==> config.mk <==
export PLATFORM = sky130hd
export DESIGN_NAME = alu_sequencer_flat
export DESIGN_NICKNAME = d
export VERILOG_FILES = /design/src/rtl/alu_sequencer_if.sv /design/src/rtl/alu_sequencer.sv /design/src/flat_wrapper.sv
export SDC_FILE = /design/constraint.sdc
export NUM_CORES = 1
export LEC_CHECK = 0
export BUFFER_PORTS_ARGS = -buffer_cell sky130_fd_sc_hd__buf_2
export CORE_MARGIN = 10
export CORE_UTILIZATION = 53
export CTS_BUF_LIST = sky130_fd_sc_hd__clkbuf_8
export DETAILED_ROUTE_END_ITERATION = 12
export GPL_TIMING_DRIVEN = 0
export HOLD_SLACK_MARGIN = 0.15
export PLACE_DENSITY = 0.95
export SLEW_MARGIN = 20
export SYNTH_ARGS = -nofsm -noshare
export SYNTH_HDL_FRONTEND = slang
export SYNTH_SLANG_ARGS = --single-unit
==> constraint.sdc <==
create_clock -name clk -period 3.4 [get_ports clk]
set_input_delay 0.34 -clock clk [delete_from_list [all_inputs] [get_ports clk]]
set_output_delay 0.34 -clock clk [all_outputs]
set_load 0.02 [all_outputs]
==> src/rtl/alu_sequencer_if.sv <==
// Request handshake between an issuing master and the ALU sequencer.
// WIDTH must match the sequencer it connects to.
interface alu_sequencer_if #(
  parameter int WIDTH = 16
);
  logic             req_valid;
  logic             req_ready;
  logic [4:0]       req_op;
  logic [WIDTH-1:0] req_a;
  logic [WIDTH-1:0] req_b;

  modport master (output req_valid, req_op, req_a, req_b, input req_ready);
  modport slave  (input req_valid, req_op, req_a, req_b, output req_ready);
endinterface

==> src/rtl/alu_sequencer.sv <==
// Issue-side controller for the combinational ALU: latches a request, drives the ALU,
// owns the ZF/NF/CF/OF flag register and unrolls multi-step shifts into repeated passes.
//
// state | meaning
// IDLE  | ready for a request; external flag writes accepted
// ISSUE | ALU pass(es) in flight; rep_cnt counts remaining passes (0 = single-step op)
// DONE  | one-cycle done pulse, result/flags valid
module alu_sequencer #(
  parameter int         WIDTH    = 16,
  parameter int         REP_BITS = 5,
  parameter logic [4:0] M_FIRST  = 5'd16,
  parameter logic [4:0] M_LAST   = 5'd23,
  parameter logic [4:0] M_OFFSET = 5'd8
) (
  input  logic             clk,
  input  logic             rst,
  alu_sequencer_if.slave   req,
  input  logic             flags_we,
  input  logic [3:0]       flags_wdata,
  output logic [WIDTH-1:0] alu_srcA,
  output logic [WIDTH-1:0] alu_srcB,
  output logic [4:0]       alu_opsel,
  output logic [3:0]       alu_flags,
  input  logic [WIDTH-1:0] alu_res,
  input  logic             alu_ready,
  input  logic [3:0]       alu_flag_next,
  output logic             done,
  output logic [WIDTH-1:0] result,
  output logic [3:0]       flags,
  output logic             busy
);

  typedef enum logic [1:0] {
    IDLE  = 2'd0,
    ISSUE = 2'd1,
    DONE  = 2'd2
  } state_t;

  state_t              state;
  logic [REP_BITS-1:0] rep_cnt;
  logic [REP_BITS-1:0] req_count;
  logic                req_multi;

  assign req_count     = req.req_b[REP_BITS-1:0];
  assign req_multi     = (req.req_op >= M_FIRST) && (req.req_op <= M_LAST);
  assign req.req_ready = (state == IDLE);
  assign busy          = (state != IDLE);
  assign alu_flags     = flags;

  always_ff @(posedge clk) begin
    if (!rst) begin
      state     <= IDLE;
      rep_cnt   <= '0;
      alu_srcA  <= '0;
      alu_srcB  <= '0;
      alu_opsel <= '0;
      result    <= '0;
      flags     <= '0;
      done      <= 1'b0;
    end else begin
      done <= 1'b0;
      case (state)
        IDLE: begin
          if (flags_we) flags <= flags_wdata;
          if (req.req_valid) begin
            if (!req_multi) begin
              alu_srcA  <= req.req_a;
              alu_srcB  <= req.req_b;
              alu_opsel <= req.req_op;
              rep_cnt   <= '0;
              state     <= ISSUE;
            end else if (req_count == '0) begin
              // zero repeat count: operand passes straight through, flags untouched
              result <= req.req_a;
              done   <= 1'b1;
              state  <= DONE;
            end else begin
              alu_srcA  <= req.req_a;
              alu_srcB  <= WIDTH'(1);
              alu_opsel <= req.req_op + M_OFFSET;
              rep_cnt   <= req_count;
              state     <= ISSUE;
            end
          end
        end
        ISSUE: begin
          if (alu_ready) begin
            flags <= alu_flag_next;
            if (rep_cnt != '0) begin
              alu_srcA <= alu_res;
              rep_cnt  <= rep_cnt - REP_BITS'(1);
            end
            if (rep_cnt <= REP_BITS'(1)) begin
              result <= alu_res;
              done   <= 1'b1;
              state  <= DONE;
            end
          end
        end
        DONE:    state <= IDLE;
        default: state <= IDLE;
      endcase
    end
  end

endmodule

==> src/flat_wrapper.sv <==
// flat-port wrapper written by rule: the top's interface ports become plain ports
module alu_sequencer_flat 
#(
  parameter int         WIDTH    = 16,
  parameter int         REP_BITS = 5,
  parameter logic [4:0] M_FIRST  = 5'd16,
  parameter logic [4:0] M_LAST   = 5'd23,
  parameter logic [4:0] M_OFFSET = 5'd8
)
  (clk, rst, flags_we, flags_wdata, alu_srcA, alu_srcB, alu_opsel, alu_flags, alu_res, alu_ready, alu_flag_next, done, result, flags, busy, req_req_valid, req_req_op, req_req_a, req_req_b, req_req_ready);
  alu_sequencer_if #(.WIDTH(WIDTH)) req_i ();
  input  logic clk;
  input  logic rst;
  input  logic flags_we;
  input  logic [3:0] flags_wdata;
  output logic [WIDTH-1:0] alu_srcA;
  output logic [WIDTH-1:0] alu_srcB;
  output logic [4:0] alu_opsel;
  output logic [3:0] alu_flags;
  input  logic [WIDTH-1:0] alu_res;
  input  logic alu_ready;
  input  logic [3:0] alu_flag_next;
  output logic done;
  output logic [WIDTH-1:0] result;
  output logic [3:0] flags;
  output logic busy;
  input wire logic [$bits(req_i.req_valid)-1:0] req_req_valid;
  input wire logic [$bits(req_i.req_op)-1:0] req_req_op;
  input wire logic [$bits(req_i.req_a)-1:0] req_req_a;
  input wire logic [$bits(req_i.req_b)-1:0] req_req_b;
  output wire logic [$bits(req_i.req_ready)-1:0] req_req_ready;
  assign req_i.req_valid = req_req_valid;
  assign req_i.req_op = req_req_op;
  assign req_i.req_a = req_req_a;
  assign req_i.req_b = req_req_b;
  assign req_req_ready = req_i.req_ready;
  alu_sequencer #(.WIDTH(WIDTH), .REP_BITS(REP_BITS), .M_FIRST(M_FIRST), .M_LAST(M_LAST), .M_OFFSET(M_OFFSET)) u_core (.clk(clk), .rst(rst), .req(req_i), .flags_we(flags_we), .flags_wdata(flags_wdata), .alu_srcA(alu_srcA), .alu_srcB(alu_srcB), .alu_opsel(alu_opsel), .alu_flags(alu_flags), .alu_res(alu_res), .alu_ready(alu_ready), .alu_flag_next(alu_flag_next), .done(done), .result(result), .flags(flags), .busy(busy));
endmodule
==> metrics <==
status completed; WL final roughly 9.2 mm; most common cell after layout, fill and taps aside buf_2; Slew Viols, Final 0; die width between 90 and 100 um; Reg2Reg Depth 6; worst setup path category input port to register; Pwr Total around 2100 uW; LEAKAGE approximately 0.0019 uW; Initial DRC Count 64; Site Rows 27; hold path depth 2; Place WS about 1.1 ns; Worst Hold Class input port to register; I/O pins 130; Netlist cell types 41; antenna-violating nets left 0; final hold violations 0; max_cap viols 0; Avg Synthesized Cell Area about 9.1 sq um; Period Utilization, post-route 0.584; Cells after DPL ~530; FF+latch count, synth between 60 and 70; startpoint types input port; Max Clock Freq between 0.5 and 0.6 GHz; later-pin clock latency in the skew report roughly 0.34 ns; clock sinks 65; sequential area share after synthesis 0.432; DIE AREA between 9000 and 10000 sq um; Area growth, synth to finish 30.8%; PortBufs 128; Vias per Instance about 5.4; Fillers about 420; initial antenna violation count 0; clock-pin slew on the worst setup and hold paths 0.07 ns; Req. time, crit path around 3.7 ns; Post-CTS Resized 0; Num CTS Buffers 9; # DRC 0; H-tree depth 3; setup slack, reg-to-reg between 1 and 1.5 ns; Syn Inst Count around 330; root buf cell clkbuf_8; first-pass GRT wire length 14.4 mm; CP Capture Type register; Finish-stage setup viols 0; HPWL Detailed between 7 and 8 mm; placer's final routability congestion estimate between 0.9 and 1; Mapped Nets ~400; Wirelength per Cell 16.8 um; worst-margin pin slew between 0.6 and 0.7 ns; reg2reg start u_core.rep_cnt[0]; drt first pass iters 4; Post CTS Setup Buffer Count 0; CTS tree done; largest net degree at the start of global routing 12; Ant. Diodes 0; via count roughly 3000; cell area after synthesis between 3000 and 4000 sq um; VDD IR max approximately 0.00029 V; Initial Util 0.547; setup TNS 0 ns; PwrDens between 500 and 600 nW/um^2; GRT Overall Usage 0.197; core area 5510 sq um; RSZ-0062 raised after global routing no; hold wc startpoint alu_ready; Max clock buf depth 2; fin cells about 550; worst hold endpoint u_core.state[0]; post-layout min period 1.98 ns; total grt overflow 0; number of global-route vias before repair between 3000 and 4000; Fin Clk Skew 0.00908 ns; Slew headroom 0.541; Die Height ~95 um; Worst Slack Setup Final between 1 and 1.5 ns; Post-CTS Hold Fix Bufs 0; most frequent cells in the layout 133 x buf_2, 76 x nand2_1, 65 x dfxtp_1; critical path arrival around 2.2 ns; Final Net Count 541; R2R Path End u_core.rep_cnt[0]; layout cells sized above 1 0.376; YS warnings 0; CP Max Fanout 10
-- how the worst max path moves through the flow --
stage | from | endpoint | slack [ns] | cells past startpoint
detailed placement | req_req_op[3] | u_core.result[9] | 1.12 | 9
CTS | req_req_op[3] | u_core.result[9] | 1.42 | 9
global route | u_core.rep_cnt[0] | u_core.rep_cnt[1] | 1.27 | 6
finish | req_req_op[3] | u_core.result[9] | 1.42 | 9
floorplan | req_req_op[3] | u_core.alu_srcB[10] | 1.53 | 7
global placement | req_req_op[3] | u_core.result[8] | 1.21 | 9
-- cells in the mapped netlist --
| cell type | n | area (sq um) |
|---|---|---|
| o31ai_1 | 3 | 22.5 |
| and4_1 | 1 | 8.76 |
| o21bai_1 | 1 | 7.51 |
| nor2_1 | 10 | 37.5 |
| nor2b_1 | 1 | 6.26 |
| a2111o_1 | 1 | 11.3 |
| ha_1 | 4 | 50.1 |
| nand2b_4 | 1 | 13.8 |
| a21oi_1 | 16 | 80.1 |
| or2_1 | 1 | 6.26 |
| a22o_1 | 1 | 8.76 |
| and3_1 | 5 | 31.3 |
| nor3_1 | 3 | 15.0 |
| a21boi_0 | 1 | 7.51 |
| nand4b_1 | 2 | 17.5 |
| mux2_2 | 16 | 180 |
| a221o_1 | 1 | 10.0 |
| nand2_1 | 76 | 285 |
| nand2b_1 | 3 | 18.8 |
| buf_2 | 5 | 25.0 |
| buf_6 | 2 | 22.5 |
| or3b_2 | 2 | 17.5 |
| nand3b_1 | 2 | 15.0 |
| a211oi_1 | 2 | 15.0 |
| and2_1 | 1 | 6.26 |
| buf_1 | 1 | 3.75 |
| nor4b_2 | 2 | 30.0 |
| clkbuf_1 | 13 | 48.8 |
| dfxtp_1 | 65 | 1300 |
| buf_4 | 7 | 52.6 |
| nand3_1 | 10 | 50.1 |
| or3b_1 | 7 | 61.3 |
| nor3b_1 | 1 | 7.51 |
| o41ai_2 | 1 | 16.3 |
| o21ai_0 | 11 | 55.1 |
| mux2i_1 | 35 | 350 |
| o311ai_0 | 3 | 26.3 |
| inv_1 | 8 | 30.0 |
| a31oi_1 | 1 | 6.26 |
| a311oi_1 | 5 | 43.8 |
| o32ai_1 | 1 | 8.76 |
-- layer usage --
layer	global-route usage	wire length, um	share of wire	up-vias
li1	-	-	-	1423
met1	0.216	3530	0.38	1394
met2	0.340	4430	0.48	128
met3	0.0841	1080	0.12	14
met4	0.0602	143	0.016	0
met5	0	0	0	-
-- registers in the layout (all words and copies together) (netlist names) --
name and flops:
u_core.alu_flags 4, u_core.alu_srcA 16, u_core.done 1, u_core.result 16, u_core.rep_cnt 5, u_core.alu_srcB 16
u_core.alu_opsel 5, u_core.state 2
-- cells by family (layout without fill, tap and decap cells) --
family | after synthesis | count (layout) | share of synthesized area
simple gates | 128 | 128 | 0.209
flops | 65 | 65 | 0.432
compound gates | 48 | 48 | 0.106
buf+inv | 36 | 180 | 0.0607
mux | 51 | 51 | 0.176
fa+ha+maj | 4 | 4 | 0.0166
-- through the flow --
| step | util | area [sq um] | hold slack, ns |
|---|---|---|---|
| 2_1_floorplan | - | 3010 | 0.447 |
| 4_1_cts | 0.715 | 3940 | 0.206 |
| 5_1_grt | 0.715 | 3940 | 0.205 |
| 3_3_place_gp | 0.680 | 3740 | 0.435 |
| 3_5_place_dp | 0.680 | 3740 | 0.441 |
| 6_report | 0.715 | 3940 | 0.217 |
-- worst max-delay path: stages --
cell	delay, ns
buf_2	0.10
inv_1	0.09
ha_1	0.23
nor4b_2	0.45
a22o_1	0.26
and2_1	0.13
buf_4	0.17
buf_4	0.24
mux2i_1	0.23
-- layout make-up --
cell class / instances / area, sq um / share of cell area
Sequential cell: 65 / 1300 / 0.330
Buffer: 28 / 153 / 0.0388
Tap cell: 72 / 90.1 / 0.0229
Clock inverter: 6 / 58.8 / 0.0149
Multi-Input combinational cell: 231 / 1530 / 0.388
Inverter: 8 / 30.0 / 0.00762
Clock buffer: 10 / 138 / 0.0349
Timing Repair Buffer: 128 / 641 / 0.163
-- where the power goes --
part | total (uW) | switching [uW] | internal [uW]
sequential | 879 | 43.7 | 836
clock | 647 | 294 | 353
combinational | 560 | 332 | 228
total | 2090 | 669 | 1420
(Power assumes the default switching activity.)
